$ cat config.mk
export PLATFORM = sky130hd
export DESIGN_NAME = ftoi_pipe
export DESIGN_NICKNAME = d
export VERILOG_FILES = /design/src/rtl/ftoi_pkg.sv /design/src/rtl/ftoi_align.sv /design/src/rtl/ftoi_pipe.sv
export SDC_FILE = /design/constraint.sdc
export NUM_CORES = 1
export LEC_CHECK = 0
export ABC_CLOCK_PERIOD_IN_PS = 5600
export CORE_MARGIN = 2
export CORE_UTILIZATION = 36
export DETAILED_ROUTE_END_ITERATION = 8
export PLACE_DENSITY = 0.66
export SLEW_MARGIN = 10
export SYNTH_ARGS = -nofsm -noshare
export SYNTH_HDL_FRONTEND = slang
export SYNTH_SLANG_ARGS = --single-unit
export TNS_END_PERCENT = 10
$ cat constraint.sdc
create_clock -name clk -period 5.6 [get_ports clk]
set_input_delay 0.56 -clock clk [delete_from_list [all_inputs] [get_ports clk]]
set_output_delay 0.56 -clock clk [all_outputs]
set_load 0.02 [all_outputs]
$ cat src/rtl/ftoi_pkg.sv
// Shared types and constants for the binary32 -> integer converter.
// Latency: n/a (package only).
// Backpressure: n/a (package only).
package ftoi_pkg;

    typedef enum logic [1:0] {
        RTZ = 2'b00,
        RNE = 2'b01,
        RDN = 2'b10,
        RUP = 2'b11
    } rm_t;

    localparam int EXP_BIAS = 127;
    localparam int EXP_W    = 8;
    localparam int MAN_W    = 23;

    // Per-operand side information carried from S1 to S2 next to the magnitude.
    typedef struct packed {
        logic sign;     // operand sign bit
        logic uns;      // unsigned result requested
        rm_t  rm;       // rounding mode
        logic nan;      // operand is NaN
        logic big;      // magnitude >= 2^OUT_W (includes infinity)
        logic guard;    // first dropped fraction bit
        logic sticky;   // OR of all lower dropped fraction bits
        logic den_nx;   // denormal with nonzero mantissa, flushed to zero
    } s1_meta_t;

    // Decide whether the truncated magnitude must be incremented.
    function automatic logic round_up(input rm_t rm, input logic neg,
                                      input logic lsb, input logic g, input logic s);
        logic r;
        r = 1'b0;
        case (rm)
            RTZ: r = 1'b0;
            RNE: r = g & (s | lsb);
            RDN: r = neg & (g | s);
            RUP: r = ~neg & (g | s);
            default: r = 1'b0;
        endcase
        return r;
    endfunction

endpackage

$ cat src/rtl/ftoi_align.sv
// S1 alignment: shifts the significand so the binary point sits below bit 0.
// Latency: purely combinational.
// Backpressure: none (no state).
// Ports: x_abs = operand without sign; mag = integer part (truncated);
//        guard/sticky = dropped fraction bits; too_big = |x| >= 2^OUT_W or inf/NaN;
//        is_nan = NaN operand; den_nx = nonzero denormal (flushed to zero).
module ftoi_align
    import ftoi_pkg::*;
#(
    parameter int OUT_W = 32
) (
    input  logic [30:0]      x_abs,
    output logic [OUT_W-1:0] mag,
    output logic             guard,
    output logic             sticky,
    output logic             too_big,
    output logic             is_nan,
    output logic             den_nx
);

    // Wide enough that any in-range left shift keeps every significand bit.
    localparam int XW = OUT_W + MAN_W + 1;

    logic [EXP_W-1:0]       exp_f;
    logic [MAN_W-1:0]       man;
    logic [MAN_W:0]         sig;
    logic signed [9:0]      e_unb;
    logic [9:0]             sh_l;
    logic [9:0]             sh_r;
    logic [XW-1:0]          wide;
    logic [2*MAN_W+1:0]     fx;

    assign exp_f = x_abs[30:23];
    assign man   = x_abs[22:0];
    assign sig   = {1'b1, man};
    assign e_unb = $signed({2'b00, exp_f}) - $signed(10'(EXP_BIAS));
    assign sh_l  = e_unb - 10'sd23;
    assign sh_r  = 10'sd23 - e_unb;

    always_comb begin
        wide   = '0;
        fx     = '0;
        guard  = 1'b0;
        sticky = 1'b0;
        if (exp_f == '0) begin
            // Denormal or zero: flushed, inexactness reported through den_nx.
            wide = '0;
        end else if (e_unb >= 10'sd23) begin
            wide = XW'(sig) << sh_l;
        end else if (e_unb >= -10'sd1) begin
            // Right shift by 1..24; the shifted-out bits land in the low half.
            fx     = {sig, 24'b0} >> sh_r;
            wide   = XW'(fx[2*MAN_W+1:MAN_W+1]);
            guard  = fx[MAN_W];
            sticky = |fx[MAN_W-1:0];
        end else begin
            // |x| < 0.5 and nonzero: below the guard position entirely.
            sticky = 1'b1;
        end
    end

    assign mag     = wide[OUT_W-1:0];
    assign too_big = (e_unb >= $signed(10'(OUT_W))) || (|wide[XW-1:OUT_W]);
    assign is_nan  = (&exp_f) && (|man);
    assign den_nx  = (exp_f == '0) && (|man);

endmodule

$ cat src/rtl/ftoi_pipe.sv
// Binary32 to signed/unsigned integer converter, 2-stage pipeline (S1 align, S2 round/saturate).
// Latency: operand captured at edge N, result out_valid after edge N+1; one operand per cycle.
// Backpressure: S2 holds while out_valid && !out_ready, S1 holds behind it; in_ready = !s1_vld || S2 advances.
// Ports: clk/rstn (async active-low); in_valid/in_ready/in_x/in_rm/in_uns operand side;
//        out_valid/out_ready/out_y/out_ovf/out_nx result side.
module ftoi_pipe
    import ftoi_pkg::*;
#(
    parameter int OUT_W      = 32,
    parameter int SIGNED_DEF = 1
) (
    input  logic             clk,
    input  logic             rstn,
    input  logic             in_valid,
    output logic             in_ready,
    input  logic [31:0]      in_x,
    input  rm_t              in_rm,
    input  logic             in_uns,
    output logic             out_valid,
    input  logic             out_ready,
    output logic [OUT_W-1:0] out_y,
    output logic             out_ovf,
    output logic             out_nx
);

    localparam logic [OUT_W-1:0] SMAX = {1'b0, {(OUT_W-1){1'b1}}};
    localparam logic [OUT_W-1:0] SMIN = {1'b1, {(OUT_W-1){1'b0}}};
    localparam logic [OUT_W-1:0] UMAX = {OUT_W{1'b1}};

    logic [OUT_W-1:0] a_mag;
    logic             a_guard, a_sticky, a_big, a_nan, a_den_nx;

    logic             s1_vld;
    logic [OUT_W-1:0] s1_mag;
    s1_meta_t         s1_meta;
    logic             s2_adv;

    logic             inc;
    logic [OUT_W:0]   rmag;
    logic [OUT_W-1:0] y_n;
    logic             ovf_n, nx_n;

    ftoi_align #(.OUT_W(OUT_W)) u_align (
        .x_abs   (in_x[30:0]),
        .mag     (a_mag),
        .guard   (a_guard),
        .sticky  (a_sticky),
        .too_big (a_big),
        .is_nan  (a_nan),
        .den_nx  (a_den_nx)
    );

    assign s2_adv   = !out_valid || out_ready;
    assign in_ready = !s1_vld || s2_adv;

    // ---------------- S1 ----------------
    always_ff @(posedge clk or negedge rstn) begin
        if (!rstn) begin
            s1_vld      <= 1'b0;
            s1_mag      <= '0;
            s1_meta     <= '0;
            s1_meta.uns <= (SIGNED_DEF == 0);
        end else if (in_ready) begin
            s1_vld <= in_valid;
            if (in_valid) begin
                s1_mag         <= a_mag;
                s1_meta.sign   <= in_x[31];
                s1_meta.uns    <= in_uns;
                s1_meta.rm     <= in_rm;
                s1_meta.nan    <= a_nan;
                s1_meta.big    <= a_big;
                s1_meta.guard  <= a_guard;
                s1_meta.sticky <= a_sticky;
                s1_meta.den_nx <= a_den_nx;
            end
        end
    end

    // ---------------- S2 combinational: round, range check, negate ----------------
    always_comb begin
        inc   = round_up(s1_meta.rm, s1_meta.sign, s1_mag[0], s1_meta.guard, s1_meta.sticky);
        // One extra bit so a rounding carry out of the top is seen by the range check.
        rmag  = {1'b0, s1_mag} + {{OUT_W{1'b0}}, inc};
        y_n   = '0;
        ovf_n = 1'b0;
        nx_n  = s1_meta.guard | s1_meta.sticky | s1_meta.den_nx;
        if (s1_meta.nan) begin
            y_n   = s1_meta.uns ? UMAX : SMAX;
            ovf_n = 1'b1;
            nx_n  = 1'b0;
        end else if (s1_meta.big) begin
            y_n   = s1_meta.sign ? (s1_meta.uns ? '0 : SMIN) : (s1_meta.uns ? UMAX : SMAX);
            ovf_n = 1'b1;
            nx_n  = 1'b0;
        end else if (s1_meta.uns) begin
            if (s1_meta.sign) begin
                // Only a negative value that rounds to zero is representable.
                if (rmag != '0) begin
                    ovf_n = 1'b1;
                    nx_n  = 1'b0;
                end
            end else if (rmag[OUT_W]) begin
                y_n   = UMAX;
                ovf_n = 1'b1;
                nx_n  = 1'b0;
            end else begin
                y_n = rmag[OUT_W-1:0];
            end
        end else if (s1_meta.sign) begin
            // Magnitude 2^(OUT_W-1) is still legal on the negative side.
            if (rmag[OUT_W] || (rmag[OUT_W-1] && (|rmag[OUT_W-2:0]))) begin
                y_n   = SMIN;
                ovf_n = 1'b1;
                nx_n  = 1'b0;
            end else begin
                y_n = '0 - rmag[OUT_W-1:0];
            end
        end else if (rmag[OUT_W] || rmag[OUT_W-1]) begin
            y_n   = SMAX;
            ovf_n = 1'b1;
            nx_n  = 1'b0;
        end else begin
            y_n = rmag[OUT_W-1:0];
        end
    end

    // ---------------- S2 register ----------------
    always_ff @(posedge clk or negedge rstn) begin
        if (!rstn) begin
            out_valid <= 1'b0;
            out_y     <= '0;
            out_ovf   <= 1'b0;
            out_nx    <= 1'b0;
        end else if (s2_adv) begin
            out_valid <= s1_vld;
            if (s1_vld) begin
                out_y   <= y_n;
                out_ovf <= ovf_n;
                out_nx  <= nx_n;
            end
        end
    end

endmodule

==> results.cfg <==
[yosys]
synth.distinct_cells = 82
synthTopCellsByCount = nand2_1, nor2_1, o21ai_0
synth_top_area_cell = dfrtp_1
yosysSeqAreaShare_pct = 20.3
ys.flop_type = dfrtp_1
synthTopCellsByArea = dfrtp_1, mux2i_1, mux4_2
yosysMostFrequentCell = nand2_1
syn_area_per_cell_sq_um = 7.41
syn-num-nets = 1328
netlist_instances = 1282
synth_area_sq_mm = 0.00950
async_flop_share_pct = 100
synth-edff-count = 0
yosys_warnings = 0
yosysTopAreaCellShare_pct = 20.3
ys_ff_latch = 77

[power_and_ir_drop]
power_leakage_nw = 3.95
peakVddDrop_mv = 0.181
finalPower_mw = 2.80
p_per_area_mw_per_mm2 = 260

[final_layout]
drive_gt1_share_pct = 9.03
finalNetCount = 1328
n_fill_cell = 2732
syn_to_final_growth_pct = 13.0
seq_area_sq_mm = 0.00193
multi_input_area_sq_mm = 0.00708
final_area_sq_mm = 0.0107

[die]
core_sq_mm = 0.0260
dieArea_sq_mm = 0.0277
rows = 59
io_pins = 75
initial_core_util_pct = 36.6
die_y_microns = 166
dieWidth_microns = 166

[clocking]
cts_hold_buf = 0
ctsResizeCount = 0
cts_num_sinks = 77
cts.clk_slew.worst_paths_ps = 60
root_buffer = clkbuf_16
cts_max_level = 3
clk_latency_ps = 350
numCtsBuffers = 9
clockBufferDepth = 2
postCtsSetupRepairBufs = 0
cts_tree = built

[critical_path]
critPathLaunchType = flop
r2r_start = s1_meta[1]
worst-endpoint-required_ps = 5870
cp_max_fo = 12
crit_path_cell_trace = o21a_1 -> nor2_1 -> nor3_1 -> ha_1 -> ha_1 -> and4_1 -> nand4_1 -> o31ai_1 -> o311ai_1 -> a211oi_2 -> a41oi_4 -> or2_4 -> or4_1 -> a21oi_1
path_common_cell = ha_1
critPathBufInv = 0
critPathTopFamily = simple AND/OR/NAND/NOR gates
critPathKind = reg -> reg
rr_worst_depth = 14
slowest_stage = or4_1
crit_path_max_incr_delay_ps = 530
reg2reg_slack_ps = 670
r2r-end = out_y[22]
end_kind = flop
crit_arrival_ps = 5210

[routing]
finalWirelength_microns = 34200
vias_per_cell = 6.34
drt-initial-drc-count = 1154
drt_pass1_iterations = 6
wl_per_cell_microns = 21.1
final_antenna_net_count = 0
drc = 0
vias = 10275

[run_status]
status = finished, final reports clean

[sta]
fin_hold_ws_ps = 382
relSlewSlack_pct = 33.6
maxSlewViolCount = 0
fin_setup_tns_ps = 0
worst_slew_pin_slew_ps = 996
hold_viol_final = 0
max_freq_ghz = 0.203
final.setup_skew_ps = 8.20
final.period_utilization_pct = 88.1
rsz0062_at_grt = no
period_needed_ps = 4930
setup_viol = 0

[grt]
grt_pass1_wl_microns = 54500
grt_pass1_vias = 9431
grtUsageTotal_pct = 24.3
grt_max_degree = 78
antenna_found_initial = 0
grt_overflow = 0

[placed_design]
io_buffers = 74
hpwl_microns = 26100
placed_area_sq_mm = 0.0104
gp_congestion = 0.961

[job]
drv_cap = 0

[worst_hold_path]
hold_path.class = in -> async
[sequential cells by signal (all words and copies together) (netlist names)]
| signal | flops |
|---|---|
| s1_meta | 9 |
| out_ovf | 1 |
| out_nx | 1 |
| s1_vld | 1 |
| out_y | 32 |
| out_valid | 1 |
| s1_mag | 32 |
[area by class of cell]
type,instances,area share (%)
multi-input combinational,1076,66.0
timing repair buffer,101,8.72
sequential,77,18.0
clock buffer,9,2.10
inverter,17,0.594
antenna,1,0.0233
clock inverter,5,0.723
tap,335,3.90
[metrics by stage]
step	setup WS [ps]	util, %	cells
3_3_place_gp	942	40.1	1606
4_1_cts	702	41.3	1620
2_1_floorplan	985	-	1282
5_1_grt	268	41.3	1620
6_report	666	41.3	1621
3_5_place_dp	721	40.1	1606
[layout by cell type (no fill, tap or decap), types with 15 or more instances in the layout]
cell type,count
dfrtp_1,77
clkdlybuf4s50_1,72
mux2i_1,63
o21ai_0,119
xnor2_1,35
inv_1,15
a21oi_1,117
a31oi_1,29
and3_1,15
nor4_1,19
buf_4,28
o22ai_1,15
nor2_1,122
nand2_1,143
mux4_2,28
nand3_1,47
a211oi_1,16
nand4_1,16
nor3_1,40
[worst max path at each step]
stage | startpoint | endpoint | slack (ps) | cells past startpoint
2_1_floorplan | in_x[23] | s1_mag[17] | 980 | 16
3_3_place_gp | in_x[25] | s1_mag[9] | 940 | 11
3_5_place_dp | s1_meta[1] | out_y[22] | 720 | 14
4_1_cts | s1_meta[1] | out_y[22] | 700 | 14
5_1_grt | s1_meta[1] | out_y[22] | 270 | 14
6_report | s1_meta[1] | out_y[22] | 670 | 14
[report_power, final]
| part | internal [mW] | switching (mW) | total [mW] | leakage [nW] |
|---|---|---|---|---|
| logic | 0.562 | 0.852 | 1.41 | 2.84 |
| registers | 0.663 | 0.105 | 0.768 | 0.961 |
| clock network | 0.383 | 0.230 | 0.614 | 0.147 |
| total | 1.61 | 1.19 | 2.80 | 3.95 |
[metal layers]
layer	routed length [microns]	GRT usage [%]	up-vias
met3	2320	2.19	82
met5	0	0	-
li1	-	-	4827
met4	1450	10.8	0
met1	14700	33.5	4859
met2	15700	38.7	507
[kinds of logic after synthesis]
logic type	synth area share, %
xor+xnor	4.79
fa+ha+maj	0.922
flops	20.3
buf+inv	5.57
mux	14.8
simple gates	24.9
compound gates	28.7
Note: power is estimated with default switching activity, not from simulation.
